==> src/rtl/tcbm_drive_ctrl.sv <==
// rtl/tcbm_drive_ctrl.sv - drive-side TCBM handshake sequencer for the paddle link
// DAV is synchronised and settled in one shift chain; the FSM and every output are registered.
module tcbm_drive_ctrl #(
  parameter int              SETTLE  = 2,
  parameter int              TO_W    = 16,
  parameter logic [TO_W-1:0] TIMEOUT = 16'hFFFF
) (
  input  logic       i_clock,
  input  logic       i_reset,
  input  logic       i_dav,
  input  logic [7:0] i_pa_in,
  output logic [7:0] o_pa_out,
  output logic       o_pa_oe,
  output logic       o_ack,
  output logic [1:0] o_status,
  output logic [7:0] o_rx_data,
  output logic       o_rx_is_cmd,
  output logic       o_rx_valid,
  input  logic       i_rx_ready,
  input  logic [7:0] i_tx_data,
  input  logic [1:0] i_tx_status,
  input  logic       i_tx_valid,
  output logic       o_tx_ready,
  input  logic [1:0] i_status_in,
  output logic       o_busy,
  output logic       o_err_timeout,
  output logic       o_err_code
);

  // Two synchroniser stages, SETTLE settle stages, one stage for edge compare.
  localparam int              SYNC_LEN = SETTLE + 3;
  localparam logic [TO_W-1:0] TO_LAST  = TIMEOUT - TO_W'(1);

  typedef enum logic [2:0] {
    S_IDLE,
    S_CODE,
    S_WAIT_HI,
    S_WR_HOLD,
    S_RD_FETCH,
    S_RD_PRESENT,
    S_RD_RELEASE
  } state_t;

  state_t              r_state;
  logic [SYNC_LEN-1:0] r_dav_sh;
  logic [7:0]          r_code;
  logic [TO_W-1:0]     r_to_cnt;
  logic                r_ack;
  logic                r_pa_oe;
  logic [7:0]          r_pa_out;
  logic [1:0]          r_status;
  logic [7:0]          r_rx_data;
  logic                r_rx_is_cmd;
  logic                r_rx_valid;
  logic                r_tx_ready;
  logic                r_busy;
  logic                r_err_timeout;
  logic                r_err_code;

  state_t     w_state_nxt;
  logic [7:0] w_code_nxt;
  logic       w_ack_nxt;
  logic       w_pa_oe_nxt;
  logic [7:0] w_pa_out_nxt;
  logic [1:0] w_status_nxt;
  logic [7:0] w_rx_data_nxt;
  logic       w_rx_is_cmd_nxt;
  logic       w_rx_valid_nxt;
  logic       w_tx_ready_nxt;
  logic       w_err_timeout_nxt;
  logic       w_err_code_nxt;
  logic       w_dav_fall;
  logic       w_dav_rise;
  logic       w_code_ok;

  assign w_dav_fall = r_dav_sh[SYNC_LEN-1] & ~r_dav_sh[SYNC_LEN-2];
  assign w_dav_rise = ~r_dav_sh[SYNC_LEN-1] & r_dav_sh[SYNC_LEN-2];
  assign w_code_ok  = (i_pa_in == 8'h81) || (i_pa_in == 8'h82) ||
                      (i_pa_in == 8'h83) || (i_pa_in == 8'h84);

  always_ff @(posedge i_clock or posedge i_reset) begin
    if (i_reset) begin
      r_state       <= S_IDLE;
      r_dav_sh      <= '1;
      r_code        <= '0;
      r_to_cnt      <= '0;
      r_ack         <= 1'b1;
      r_pa_oe       <= 1'b0;
      r_pa_out      <= '0;
      r_status      <= '0;
      r_rx_data     <= '0;
      r_rx_is_cmd   <= 1'b0;
      r_rx_valid    <= 1'b0;
      r_tx_ready    <= 1'b0;
      r_busy        <= 1'b0;
      r_err_timeout <= 1'b0;
      r_err_code    <= 1'b0;
    end else begin
      r_state       <= w_state_nxt;
      r_dav_sh      <= {r_dav_sh[SYNC_LEN-2:0], i_dav};
      r_code        <= w_code_nxt;
      r_ack         <= w_ack_nxt;
      r_pa_oe       <= w_pa_oe_nxt;
      r_pa_out      <= w_pa_out_nxt;
      r_status      <= w_status_nxt;
      r_rx_data     <= w_rx_data_nxt;
      r_rx_is_cmd   <= w_rx_is_cmd_nxt;
      r_rx_valid    <= w_rx_valid_nxt;
      r_tx_ready    <= w_tx_ready_nxt;
      r_busy        <= (w_state_nxt != S_IDLE);
      r_err_timeout <= w_err_timeout_nxt;
      r_err_code    <= w_err_code_nxt;
      if (r_state == S_IDLE || w_state_nxt != r_state) begin
        r_to_cnt <= '0;
      end else begin
        r_to_cnt <= r_to_cnt + TO_W'(1);
      end
    end
  end

  always_comb begin
    w_state_nxt       = r_state;
    w_code_nxt        = r_code;
    w_ack_nxt         = r_ack;
    w_pa_oe_nxt       = r_pa_oe;
    w_pa_out_nxt      = r_pa_out;
    w_status_nxt      = r_status;
    w_rx_data_nxt     = r_rx_data;
    w_rx_is_cmd_nxt   = r_rx_is_cmd;
    w_rx_valid_nxt    = r_rx_valid;
    w_tx_ready_nxt    = 1'b0;
    w_err_timeout_nxt = 1'b0;
    w_err_code_nxt    = 1'b0;

    case (r_state)
      S_IDLE: begin
        if (w_dav_fall) begin
          w_code_nxt = i_pa_in;
          if (w_code_ok) begin
            w_ack_nxt   = 1'b0;
            w_state_nxt = S_CODE;
          end else begin
            w_err_code_nxt = 1'b1;
            w_state_nxt    = S_WAIT_HI;
          end
        end
      end
      S_WAIT_HI: begin
        if (w_dav_rise) w_state_nxt = S_IDLE;
      end
      S_CODE: begin
        if (w_dav_rise) begin
          if (r_code == 8'h81 || r_code == 8'h82) begin
            w_rx_data_nxt   = i_pa_in;
            w_rx_is_cmd_nxt = (r_code == 8'h81);
            w_rx_valid_nxt  = 1'b1;
            w_state_nxt     = S_WR_HOLD;
          end else if (r_code == 8'h83) begin
            w_state_nxt = S_RD_FETCH;
          end else begin
            w_status_nxt = i_status_in;
            w_ack_nxt    = 1'b1;
            w_state_nxt  = S_IDLE;
          end
        end
      end
      S_WR_HOLD: begin
        if (r_rx_valid && i_rx_ready) begin
          w_rx_valid_nxt = 1'b0;
          w_status_nxt   = i_status_in;
          w_ack_nxt      = 1'b1;
          w_state_nxt    = S_IDLE;
        end
      end
      S_RD_FETCH: begin
        // r_tx_ready marks the byte as taken; ack follows one clock after pa_oe.
        if (r_tx_ready) begin
          w_ack_nxt   = 1'b1;
          w_state_nxt = S_RD_PRESENT;
        end else if (i_tx_valid) begin
          w_tx_ready_nxt = 1'b1;
          w_pa_out_nxt   = i_tx_data;
          w_status_nxt   = i_tx_status;
          w_pa_oe_nxt    = 1'b1;
        end
      end
      S_RD_PRESENT: begin
        if (!r_pa_oe) begin
          w_ack_nxt   = 1'b0;
          w_state_nxt = S_RD_RELEASE;
        end else if (w_dav_fall) begin
          w_pa_oe_nxt = 1'b0;
        end
      end
      S_RD_RELEASE: begin
        if (w_dav_rise) begin
          w_ack_nxt   = 1'b1;
          w_state_nxt = S_IDLE;
        end
      end
      default: w_state_nxt = S_IDLE;
    endcase

    // A real transition in the final waiting clock wins over the abort.
    if (r_state != S_IDLE && w_state_nxt == r_state && r_to_cnt == TO_LAST) begin
      w_state_nxt       = S_IDLE;
      w_pa_oe_nxt       = 1'b0;
      w_rx_valid_nxt    = 1'b0;
      w_tx_ready_nxt    = 1'b0;
      w_ack_nxt         = 1'b1;
      w_status_nxt      = 2'b00;
      w_err_timeout_nxt = 1'b1;
    end
  end

  assign o_pa_out      = r_pa_out;
  assign o_pa_oe       = r_pa_oe;
  assign o_ack         = r_ack;
  assign o_status      = r_status;
  assign o_rx_data     = r_rx_data;
  assign o_rx_is_cmd   = r_rx_is_cmd;
  assign o_rx_valid    = r_rx_valid;
  assign o_tx_ready    = r_tx_ready;
  assign o_busy        = r_busy;
  assign o_err_timeout = r_err_timeout;
  assign o_err_code    = r_err_code;

endmodule

==> config.mk <==
export PLATFORM = sky130hd
export DESIGN_NAME = tcbm_drive_ctrl
export DESIGN_NICKNAME = d
export VERILOG_FILES = /design/src/rtl/tcbm_drive_ctrl.sv
export SDC_FILE = /design/constraint.sdc
export NUM_CORES = 1
export LEC_CHECK = 0
export CAP_MARGIN = 20
export CORE_ASPECT_RATIO = 1.25
export CORE_UTILIZATION = 54
export CTS_BUF_LIST = sky130_fd_sc_hd__clkbuf_4 sky130_fd_sc_hd__clkbuf_8
export CTS_CLUSTER_DIAMETER = 150
export DETAILED_ROUTE_END_ITERATION = 10
export MAX_ROUTING_LAYER = met4
export PLACE_DENSITY = 0.93
export SETUP_SLACK_MARGIN = 0.3
export SLEW_MARGIN = 20
export SYNTH_ARGS = -nofsm -noshare
export SYNTH_HDL_FRONTEND = slang
export SYNTH_SLANG_ARGS = --single-unit
==> constraint.sdc <==
create_clock -name i_clock -period 2.6 [get_ports i_clock]
set_input_delay 0.39 -clock i_clock [delete_from_list [all_inputs] [get_ports i_clock]]
set_output_delay 0.39 -clock i_clock [all_outputs]
set_load 0.02 [all_outputs]
# [Yosys cells after proc, flatten, opt, wreduce, memory -nomap -nowiden]
# Cells that the tools add are included.
[word_totals] word_cells=122 out_inout_bits=26 inputBits=25 regBits=58
[classes] n_mux=50 eq_ne=28 n_reduce_logical=23 n_addsub=1 bitwise_logic=5
[op_table] operator="8-bit == test, second input constant" count=7
[op_table] operator="3-bit != test, second input constant" count=10
[op_table] operator="1-bit two-way mux" count=27
[op_table] operator="3-bit two-way mux" count=9
[op_table] operator="3-bit case mux with 6 select lines" count=1
[op_table] operator="16-bit by 1-bit adder with 16-bit output, second input constant" count=1
[op_table] operator="16-bit == test, second input constant" count=1
[op_table] operator="16-bit two-way mux" count=1
[op_table] operator="2-bit two-way mux" count=8
[op_table] operator="3-bit nonzero test" count=4
[op_table] operator="10-bit AND reduction" count=1
[op_table] operator="3-bit == test, second input constant" count=3
[op_table] operator="3-bit AND reduction" count=3
[op_table] operator="7-bit AND reduction" count=1
[op_table] operator="7-bit nonzero test" count=1
[op_table] operator="3-bit by 2-bit == test with 1-bit output, second input constant" count=2
[op_table] operator="3-bit by 2-bit != test with 1-bit output, second input constant" count=2
[op_table] operator="1-bit case mux with 6 select lines" count=1
[op_table] operator="2-bit case mux with 3 select lines" count=1
[op_table] operator="1-bit logical OR" count=5
[op_table] operator="1-bit case mux with 2 select lines" count=2
[op_table] operator="4-bit AND reduction" count=1
[op_table] operator="4-bit nonzero test" count=1
[op_table] operator="3-bit by 1-bit == test with 1-bit output, second input constant" count=1
[op_table] operator="8 further kinds" count=13

# [Longest topological paths before layout]
# Gate-level depths: netlist (run 1).
[logic_depth] ltp_word=14 depth_mapped=7

# [Least setup slack after synthesis (run 1)]
# OpenSTA, ideal clock, no wires.
[synth_path] path_type="reg2reg" from="reg r_dav_sh[3]" to="reg r_ack (netlist: o_ack)" setup_slack_ns=0.701 synth_period_minus_slack_ns=1.899 t_arrival_ns=1.817 path_stages_with_launch=7 cell_sequence="dfstp_2 > nor4b_2 > nand4_4 > and4_4 > o211a_1 > buf_6 > o31a_1"
[synth_between] elab_chain_len=9 word_cells_on_any_way=22
[synth_rtl] element="start: declaration" line="45" text="logic [SYNC_LEN-1:0] r_dav_sh;"
[synth_rtl] element="start signal: assignment" line="100" text="r_dav_sh <= {r_dav_sh[SYNC_LEN-2:0], i_dav};"
[synth_rtl] element="1-bit inverter" line="76" text="assign w_dav_fall = r_dav_sh[SYNC_LEN-1] & ~r_dav_sh[SYNC_LEN-2];"
[synth_rtl] element="1-bit AND" line="76"
[synth_rtl] element="3-bit two-way mux" line="137" text="if (w_dav_fall) begin"
[synth_rtl] element="3-bit case mux with 6 select lines" line="135" text="case (r_state)"
[synth_rtl] element="3-bit == test" line="205" text="if (r_state != S_IDLE && w_state_nxt == r_state && r_to_cnt == TO_LAST) begin"
[synth_rtl] element="1-bit logical AND (2 in a row)" line="205"
[synth_rtl] element="7-bit nonzero test (no line), or another cell as far along"
[synth_rtl] element="10-bit AND reduction (no line)"
[synth_rtl] element="end signal: assignment" line="102" text="r_ack <= w_ack_nxt;"
[synth_rtl] element="end: declaration" line="48" text="logic r_ack;"
# Parallel ways exist; a longest one is shown, timed or not.
# A chain may end at the register's enable or synchronous reset.

# [Worst setup path in the final report (run 1)]
[layout_path] from="in i_pa_in[3]" to="reg r_ack (netlist: o_ack)"
[layout_between] elab_chain_len=12 word_cells_on_any_way=25
[layout_rtl] element="start: declaration" line="11" text="input logic [7:0] i_pa_in,"
[layout_rtl] element="8-bit == test" line="78" text="assign w_code_ok = (i_pa_in == 8'h81) || (i_pa_in == 8'h82) ||"
[layout_rtl] element="1-bit logical OR (2 in a row)" line="78"
[layout_rtl] element="1-bit logical OR *" line="79" text="(i_pa_in == 8'h83) || (i_pa_in == 8'h84);"
[layout_rtl] element="2-bit two-way mux" line="139" text="if (w_code_ok) begin"
[layout_rtl] element="3-bit two-way mux" line="137"
[layout_rtl] element="3-bit case mux with 6 select lines" line="135"
[layout_rtl] element="3-bit == test" line="205"
[layout_rtl] element="1-bit logical AND (2 in a row)" line="205"
[layout_rtl] element="7-bit nonzero test (no line), or another cell as far along"
[layout_rtl] element="10-bit AND reduction (no line)"
# Mark *: on every way between the ends. The rest lies on a longest branch, timed or not.

==> flow_metrics.py, run 1 <==
metrics = {
    "sta": {
        "max_slew_margin": 0.601,
        "finClkSkew_ps": 10.1,
        "setup-tns-final_ps": 0,
        "finalMaxSlewViolations": 0,
        "tightest_slew_ps": 598,
        "fin_crit_sh": 0.837,
        "finalSetupViolations": 0,
        "layout_setup_ws_ps": 424,
        "rsz0062_at_grt": "no",
        "max_freq_ghz": 0.460,
        "hold_viol_final": 0,
        "period_needed_ps": 2180,
    },
    "cts": {
        "numCtsBuffers": 9,
        "post_cts_buffers": 0,
        "cts_tree": "done",
        "cts_buffer_depth": 2,
        "htree_num_levels": 3,
        "cts_root_buf": "clkbuf_8",
        "clk_pin_slew_ps": 60,
        "insertion_delay_ps": 340,
        "cts_num_sinks": 58,
    },
    "worst_setup_path": {
        "cp-start-kind": "primary input",
        "critPathKind": "primary input to flip-flop",
        "cp.arrival_ps": 2440,
        "cp.required_ps": 2870,
        "critPathCaptureType": "flip-flop",
        "cp_max_fo": 3,
    },
    "drt": {
        "drt_wl_total_um": 6620,
        "vias": 2294,
        "drt_iter0_drc": 201,
        "drc": 0,
        "firstDrtPassIters": 4,
        "post_drt_wl_per_cell_um": 17.2,
        "antenna_left": 0,
        "via_per_inst": 5.96,
    },
    "yosys": {
        "yosysWarnings": 0,
        "syn_inst": 259,
        "yosysSeqAreaShare": 0.513,
        "yosysUniqueCellTypes": 57,
        "syn_nets": 286,
        "synth.ff_latch_count": 58,
        "async_flop_share": 1.00,
        "syn_area_sq_um": 2850,
        "synth_area_per_cell_sq_um": 11.0,
        "synth-edff-count": 0,
        "synth_ff_type": "dfrtp_1",
    },
    "job": {
        "drv_cap": 0,
    },
    "floorplan": {
        "fp.dieArea_sq_um": 5570,
        "start_util": 0.560,
        "rows": 29,
        "coreArea_sq_um": 5080,
        "fp.dieW_um": 66.9,
        "die_h_um": 83.2,
        "io_pins": 51,
    },
    "grt": {
        "grt_pass1_wl_um": 10800,
        "grt_busiest_layer": "met2",
        "antenna_found_initial": 0,
        "grt_use_met3": 0.0591,
        "grt_max_degree": 33,
        "gr-total-overflow": 0,
        "use_met1": 0.309,
        "track_usage": 0.268,
        "grt_pass1_vias": 2267,
        "use_met2": 0.424,
    },
    "pwr": {
        "seqPwrFrac": 0.465,
        "p_switching_uw": 412,
        "p_int_mw": 1.58,
        "p_sw_frac": 0.207,
        "clkPwrFrac": 0.490,
        "p_per_area_nw_per_um2": 542,
        "power_mw": 1.99,
        "p_comb_frac": 0.045,
        "peakVddDrop_mv": 0.535,
        "leakagePower_nw": 1.58,
    },
    "cells_and_area": {
        "final_cell_mix": "dfrtp_1, clkdlybuf4s50_1, nand2_1",
        "seqCellArea_sq_um": 1460,
        "diodes": 0,
        "final_net_count": 345,
        "fill_cells": 340,
        "drive_above_1_share": 0.198,
        "final_common_cell": "dfrtp_1",
        "post-route-util": 0.724,
        "stdcell_count": 385,
        "multi_input_area_sq_um": 1310,
        "area_delta_synth_final_pct": 29.3,
    },
    "placed_design": {
        "post-place-ws_ps": 116,
        "place_congestion": 0.931,
        "numPortBuffers": 50,
        "hpwl_um": 4500,
        "dpl.cell_count": 369,
    },
    "hold_path": {
        "min_path_type": "flip-flop to flip-flop",
    },
    "run_status": {
        "status": "finished clean",
    },
}
## kinds of logic (layout without fill, tap and decap cells)
| kind of cell | Yosys count | in the layout | share of synthesized area |
|---|---|---|---|
| AO/OA/AOI/OAI | 28 | 28 | 0.0787 |
| XOR/XNOR | 16 | 16 | 0.0493 |
| adder cells (fa/ha/maj) | 2 | 2 | 0.00879 |
| buffers and inverters | 16 | 80 | 0.0277 |
| flip-flops | 58 | 58 | 0.513 |
| multiplexers | 20 | 20 | 0.0783 |
| AND/OR/NAND/NOR | 119 | 119 | 0.245 |
## timing repair
item | CTS | global route
gates resized for setup | 0 | 2
setup endpoints to repair | 0 | 4
hold buffers | 0 | 0
## state kept, by name, summed over array words and instances (netlist names), 2 cells and up
signal and cells:
r_code 8, o_pa_out 8, r_to_cnt 16, r_dav_sh 5
o_rx_data 8, o_status 2, r_state 3
## metrics by stage
| stage | hold WS, ps | instance area [sq um] |
|---|---|---|
| 2_1_floorplan | 345 | 2850 |
| 3_3_place_gp | 346 | 3440 |
| 3_5_place_dp | 347 | 3440 |
| 4_1_cts | 357 | 3670 |
| 5_1_grt | 358 | 3680 |
| 6_report | 354 | 3680 |
## worst max-delay path: stages
cell             delay [ps]
clkdlybuf4s50_1         460
or4b_4                  590
a2111oi_2               430
nor3_1                   90
o41a_1                  390
o31a_1                  110
## final timing paths
path / start / to / slack (ps) / cells after the start
setup / recovery: i_pa_in[3] / o_ack$_DFFE_PP1P_ / 420 / 6
hold / removal: r_dav_sh[1]$_DFF_PP1_ / r_dav_sh[2]$_DFF_PP1_ / 350 / 0
setup reg to reg: r_state[2]$_DFF_PP0_ / r_to_cnt[15]$_DFF_PP0_ / 430 / 6
hold reg to reg: r_dav_sh[1]$_DFF_PP1_ / r_dav_sh[2]$_DFF_PP1_ / 350 / 0
max in group asynchronous: i_reset / r_dav_sh[0]$_DFF_PP1_ / 1530 / 3
min in group asynchronous: i_reset / r_to_cnt[9]$_DFF_PP0_ / 430 / 2
## routing by layer
layer	share of wire	vias up
met4	0.032	0
met5	0	-
li1	-	1054
met1	0.38	1124
met3	0.054	20
met2	0.53	96
## layout make-up
type / count / share of cell area
sequential: 58 / 0.396
clock inverter: 4 / 0.0197
inverter: 7 / 0.00714
multi-input combinational: 185 / 0.357
tap: 62 / 0.0211
timing repair buffer: 57 / 0.154
clock buffer: 12 / 0.0449
## cell usage after synthesis, types with 4 or more instances
cell type  number  area, sq um
dfrtp_1        52         1300
clkbuf_1        4         15.0
nand3_1         8         40.0
xnor2_1         4         35.0
nand2_1        35          131
mux2_2         18          203
inv_1           7         26.3
nor3_1         19         95.1
and4_1          5         43.8
nand4_1         5         31.3
xor2_1         12          105
dfstp_2         6          158
nor2_1         15         56.3
and3_1          4         25.0
## power groups by stage
stage | sequential [mW] | clock, mW | combinational, mW
detailed placement | 0.943 | 0 | 0.0890
global route | 0.928 | 1.03 | 0.0980
global placement | 0.942 | 0 | 0.0865
finish | 0.927 | 0.976 | 0.0894
CTS | 0.927 | 0.987 | 0.0908
floorplan | 0.940 | 0 | 0.0359
Power figures use the tool's default switching activity.
==> inputs of run 2 (changes only) <==
==> constraint.sdc (replaced) <==
create_clock -name i_clock -period 2.1 [get_ports i_clock]
set_input_delay 0.315 -clock i_clock [delete_from_list [all_inputs] [get_ports i_clock]]
set_output_delay 0.315 -clock i_clock [all_outputs]
set_load 0.02 [all_outputs]
==> flow_metrics.py, run 2 (synthesized netlist as in run 1, its figures left out) <==
metrics = {
    "run_status": {
        "status": "finished clean",
    },
    "drt": {
        "drt_iter0_drc": 218,
        "drt_wl_total_um": 8190,
        "post_drt_wl_per_cell_um": 19.9,
        "firstDrtPassIters": 4,
        "antenna_left": 0,
        "vias": 2527,
        "via_per_inst": 6.13,
        "drc": 0,
    },
    "worst_setup_path": {
        "cp.arrival_ps": 2260,
        "r2r-end": "o_ack$_DFFE_PP1P_",
        "slowest_stage": "or4b_4",
        "rr_worst_depth": 5,
        "cp_max_fo": 3,
        "critPathCaptureType": "flip-flop",
        "reg2reg_slack_ps": 150,
        "critPathKind": "primary input to flip-flop",
        "crit_path_cell_trace": "clkdlybuf4s50_1, or4b_4, buf_4, nor4b_1, nor3_1, nor2_1",
        "critPathBufInv": 2,
        "rr_startpoint": "r_dav_sh[3]$_DFF_PP1_",
        "cp_top_family": "simple AND/OR/NAND/NOR gates",
        "cp-start-kind": "primary input",
        "cp.required_ps": 2380,
        "slowest_delay_ps": 580,
    },
    "sta": {
        "tightest_slew_ps": 532,
        "rsz0062_at_grt": "yes",
        "max_slew_margin": 0.641,
        "fin_crit_sh": 0.944,
        "finClkSkew_ps": 10.8,
        "max_freq_ghz": 0.505,
        "holdWs_ps": 345,
        "period_needed_ps": 1980,
        "finalMaxSlewViolations": 0,
        "finalSetupViolations": 0,
        "hold_viol_final": 0,
    },
    "pwr": {
        "peakVddDrop_mv": 0.521,
        "clkPwrFrac": 0.494,
        "p_comb_frac": 0.053,
        "p_sw_frac": 0.209,
        "seqPwrFrac": 0.453,
        "p_switching_uw": 531,
        "p_int_mw": 2.01,
        "p_per_area_nw_per_um2": 614,
        "leakagePower_nw": 1.80,
    },
    "grt": {
        "grt_pass1_wl_um": 12800,
        "gr-total-overflow": 0,
        "grt_pass1_vias": 2684,
        "antenna_found_initial": 0,
        "track_usage": 0.322,
        "grt_max_degree": 59,
    },
    "floorplan": {
        "fp.dieW_um": 66.9,
        "die_h_um": 83.2,
        "io_pins": 51,
        "start_util": 0.560,
        "coreArea_sq_um": 5080,
        "rows": 29,
        "fp.dieArea_sq_um": 5570,
    },
    "cts": {
        "clk_pin_slew_ps": 70,
        "insertion_delay_ps": 350,
        "cts_root_buf": "clkbuf_8",
        "htree_num_levels": 3,
        "numCtsBuffers": 9,
        "hold_buffers": 0,
        "cts_tree": "done",
        "cts_buffer_depth": 2,
        "cts_num_sinks": 58,
    },
    "placed_design": {
        "dpl.cell_count": 384,
        "numPortBuffers": 50,
        "place_congestion": 1.02,
        "hpwl_um": 4980,
    },
    "cells_and_area": {
        "top_register": "r_to_cnt",
        "final_net_count": 372,
        "fill_cells": 259,
        "stdcell_count": 412,
        "final_common_cell": "dfrtp_1",
        "drive_above_1_share": 0.334,
        "largest_reg_flops": 16,
        "area_delta_synth_final_pct": 45.3,
        "diodes": 0,
        "final_cell_mix": "dfrtp_1, clkdlybuf4s50_1, nand2_1",
    },
    "hold_path": {
        "min_path_type": "primary input to asynchronous set/reset pin",
    },
    "job": {
        "drv_cap": 0,
    },
}
run 2: per-stage QoR:
stage                     power (mW)  setup TNS (ps)  worst slack [ps]  instance area, sq um   util
after global placement          1.28           -2140              -213                  3560  0.700
final                           2.54               0               119                  4140  0.814
after detailed placement        1.29           -3670              -257                  3560  0.700
after CTS                       2.55               0               181                  4050  0.797
after global routing            2.61               0              71.3                  4140  0.814
after floorplan                 1.21               0               292                  2850      -
run 2: per-layer routing:
| metal | share of wire | global-route usage |
|---|---|---|
| met4 | 0.047 | 0.172 |
| met3 | 0.051 | 0.0728 |
| met5 | 0 | - |
| met2 | 0.55 | 0.542 |
| met1 | 0.36 | 0.341 |
run 2: worst max path at each step:
stage | to | depth (start not counted) | slack [ps] | startpoint
floorplan | o_ack$_DFFE_PP1P_ | 6 | 290 | r_code[5]$_DFFE_PP0P_
global placement | o_ack$_DFFE_PP1P_ | 6 | -210 | i_pa_in[3]
detailed placement | o_ack$_DFFE_PP1P_ | 6 | -260 | i_pa_in[2]
CTS | o_ack$_DFFE_PP1P_ | 5 | 180 | r_dav_sh[3]$_DFF_PP1_
global route | o_rx_is_cmd$_DFFE_PP0P_ | 7 | 70 | r_dav_sh[3]$_DFF_PP1_
finish | r_state[0]$_DFF_PP0_ | 6 | 120 | i_pa_in[3]
run 2: worst reg2reg max path: cells and delay by family, from the launching register on:
family	cells	cell delay, ps
simple gates	3	770
flops	1	580
compound gates	2	540
run 2: power groups by stage:
stage | combinational [mW] | clock, mW | sequential [mW]
after floorplan | 0.0453 | 0 | 1.16
after global placement | 0.117 | 0 | 1.17
after detailed placement | 0.122 | 0 | 1.17
after CTS | 0.128 | 1.27 | 1.15
after global routing | 0.143 | 1.32 | 1.15
final | 0.135 | 1.25 | 1.15
run 2: area by class of cell:
class | count | area (sq um) | share of cell area
inverters | 7 | 26.3 | 0.00635
clock inverters | 3 | 68.8 | 0.0166
flip-flops and latches | 58 | 1460 | 0.354
clock buffers | 13 | 179 | 0.0433
repair buffers | 84 | 793 | 0.192
multi-input cells | 185 | 1530 | 0.369
well taps | 62 | 77.6 | 0.0188
run 2: what timing repair did:
action                     4_1_cts  5_1_grt
setup buffers                    9        3
setup endpoints to repair       36       49
cloned                           0        0
pin swaps                        5        3
resized for setup               34       12
==> inputs of run 3 (changes only) <==
--- a/config.mk
+++ b/config.mk
@@ -7,12 +7,12 @@
 export LEC_CHECK = 0
 export CAP_MARGIN = 20
 export CORE_ASPECT_RATIO = 1.25
-export CORE_UTILIZATION = 54
+export CORE_UTILIZATION = 33
 export CTS_BUF_LIST = sky130_fd_sc_hd__clkbuf_4 sky130_fd_sc_hd__clkbuf_8
 export CTS_CLUSTER_DIAMETER = 150
 export DETAILED_ROUTE_END_ITERATION = 10
 export MAX_ROUTING_LAYER = met4
-export PLACE_DENSITY = 0.93
+export PLACE_DENSITY = 0.65
 export SETUP_SLACK_MARGIN = 0.3
 export SLEW_MARGIN = 20
 export SYNTH_ARGS = -nofsm -noshare
==> flow_metrics.py, run 3 (synthesized netlist as in run 1, its figures left out) <==
metrics = {
    "hold_path": {
        "min_path_type": "primary input to asynchronous set/reset pin",
    },
    "worst_setup_path": {
        "cp.arrival_ps": 2110,
        "crit_start": "r_dav_sh[3]$_DFF_PP1_",
        "cp_max_fo": 8,
        "rr_worst_depth": 6,
        "cp-start-kind": "flip-flop",
        "cp.required_ps": 2320,
        "critPathCaptureType": "flip-flop",
        "rr_startpoint": "r_dav_sh[3]$_DFF_PP1_",
        "critPathKind": "flip-flop to flip-flop",
    },
    "cts": {
        "cts_tree": "done",
        "numCtsBuffers": 9,
        "cts_root_buf": "clkbuf_8",
        "cts_buffer_depth": 2,
        "cts_num_sinks": 58,
        "htree_num_levels": 3,
        "insertion_delay_ps": 340,
        "clk_pin_slew_ps": 70,
        "hold_buffers": 0,
    },
    "drt": {
        "vias": 2386,
        "post_drt_wl_per_cell_um": 15.6,
        "drc": 0,
        "firstDrtPassIters": 4,
        "via_per_inst": 5.22,
        "drt_iter0_drc": 107,
        "antenna_left": 0,
        "drt_wl_total_um": 7130,
    },
    "grt": {
        "grt_max_degree": 41,
        "grt_pass1_vias": 2382,
        "grt_pass1_wl_um": 11600,
        "antenna_found_initial": 0,
        "track_usage": 0.172,
        "gr-total-overflow": 0,
    },
    "placed_design": {
        "placed_area_sq_um": 3670,
        "numPortBuffers": 50,
        "post-place-ws_ps": -293,
        "hpwl_um": 4750,
        "place_congestion": 0.863,
    },
    "cells_and_area": {
        "diodes": 0,
        "drive_above_1_share": 0.378,
        "final_common_cell": "dfrtp_1",
        "fin_area_sq_um": 4250,
        "largest_reg_flops": 16,
        "final_net_count": 382,
        "final_cell_mix": "dfrtp_1, clkdlybuf4s50_1, buf_4",
        "area_delta_synth_final_pct": 49.3,
        "top_register": "r_to_cnt",
        "multi_input_area_sq_um": 1590,
        "fill_cells": 711,
        "seqCellArea_sq_um": 1460,
    },
    "sta": {
        "fin_crit_sh": 0.901,
        "max_slew_margin": 0.718,
        "finalSetupViolations": 0,
        "rsz0062_at_grt": "yes",
        "max_freq_ghz": 0.528,
        "setup-tns-final_ps": 0,
        "finalMaxSlewViolations": 0,
        "period_needed_ps": 1890,
        "layout_setup_ws_ps": 208,
        "hold_viol_final": 0,
        "finClkSkew_ps": 11.6,
        "tightest_slew_ps": 417,
    },
    "floorplan": {
        "io_pins": 51,
        "coreArea_sq_um": 8290,
        "die_h_um": 106,
        "rows": 37,
        "fp.dieW_um": 85.1,
        "start_util": 0.343,
        "fp.dieArea_sq_um": 9000,
    },
    "pwr": {
        "leakagePower_nw": 1.77,
        "peakVddDrop_mv": 0.311,
        "p_per_area_nw_per_um2": 517,
        "p_switching_uw": 521,
        "p_sw_frac": 0.237,
        "clkPwrFrac": 0.416,
        "p_int_mw": 1.68,
        "seqPwrFrac": 0.523,
        "p_comb_frac": 0.061,
    },
    "job": {
        "drv_cap": 0,
    },
    "run_status": {
        "status": "finished clean",
    },
}
[run 3: cell types whose count changed in the layout (fill, tap and decap cells not counted), sizes merged, moves of 2 or more]
cell           before  now
buf                34   42
bufinv              2    0
clkdlybuf4s50      48   42
clkinv              1    3
clkinvlp            0    2
dlygate4sd2         2    7
[run 3: worst paths after layout]
check | slack, ps | end
setup / recovery | 210 | r_to_cnt[1]$_DFF_PP0_
hold / removal | 280 | o_pa_out[6]$_DFFE_PP0P_
setup reg to reg | 210 | r_to_cnt[1]$_DFF_PP0_
hold reg to reg | 350 | r_dav_sh[1]$_DFF_PP1_
max in group asynchronous | 1200 | o_ack$_DFFE_PP1P_
min in group i_clock | 350 | r_dav_sh[1]$_DFF_PP1_
[run 3: metrics by stage]
step                power [mW]  cells  hold WS, ps  utilization
floorplan                 1.21    259          319            -
global placement          1.29    428          346        0.443
detailed placement        1.30    428          347        0.443
CTS                       2.23    451          286        0.493
global route              2.30    457          313        0.512
finish                    2.20    457          284        0.512
[run 3: power groups by stage]
stage	sequential (mW)	combinational, mW	clock (mW)
2_1_floorplan	1.16	0.0453	0
3_3_place_gp	1.17	0.127	0
3_5_place_dp	1.17	0.128	0
4_1_cts	1.15	0.133	0.944
5_1_grt	1.15	0.147	1.00
6_report	1.15	0.134	0.915
[run 3: final cells by class]
cell class / instances / area share
flip-flops and latches: 58 / 0.344
repair buffers: 93 / 0.204
clock inverters: 5 / 0.00707
multi-input cells: 186 / 0.375
inverters: 7 / 0.00619
well taps: 97 / 0.0286
clock buffers: 11 / 0.0342
[run 3: metal layers]
metal | part of all wire | vias to the layer above | track usage
met4 | 0.015 | 0 | 0.0738
met5 | 0 | - | -
met1 | 0.41 | 1191 | 0.195
met3 | 0.039 | 9 | 0.0462
met2 | 0.54 | 51 | 0.286
li1 | - | 1135 | -
[run 3: worst max-delay path, stage by stage, from the launching register on]
cell       delay, ps
dfstp_2          590
nor4b_4          280
nand4_4          190
and4_4           220
o21ai_4          220
clkbuf_16        220
nor3_2            50
[run 3: what timing repair did]
item                                    in CTS  in global routing
gates resized for setup                     42                 23
setup buffers                                6                  5
endpoints found under the setup margin      28                 37
hold endpoints to repair                     0                  0
pin swaps                                   22                  5
cloned                                       1                  1
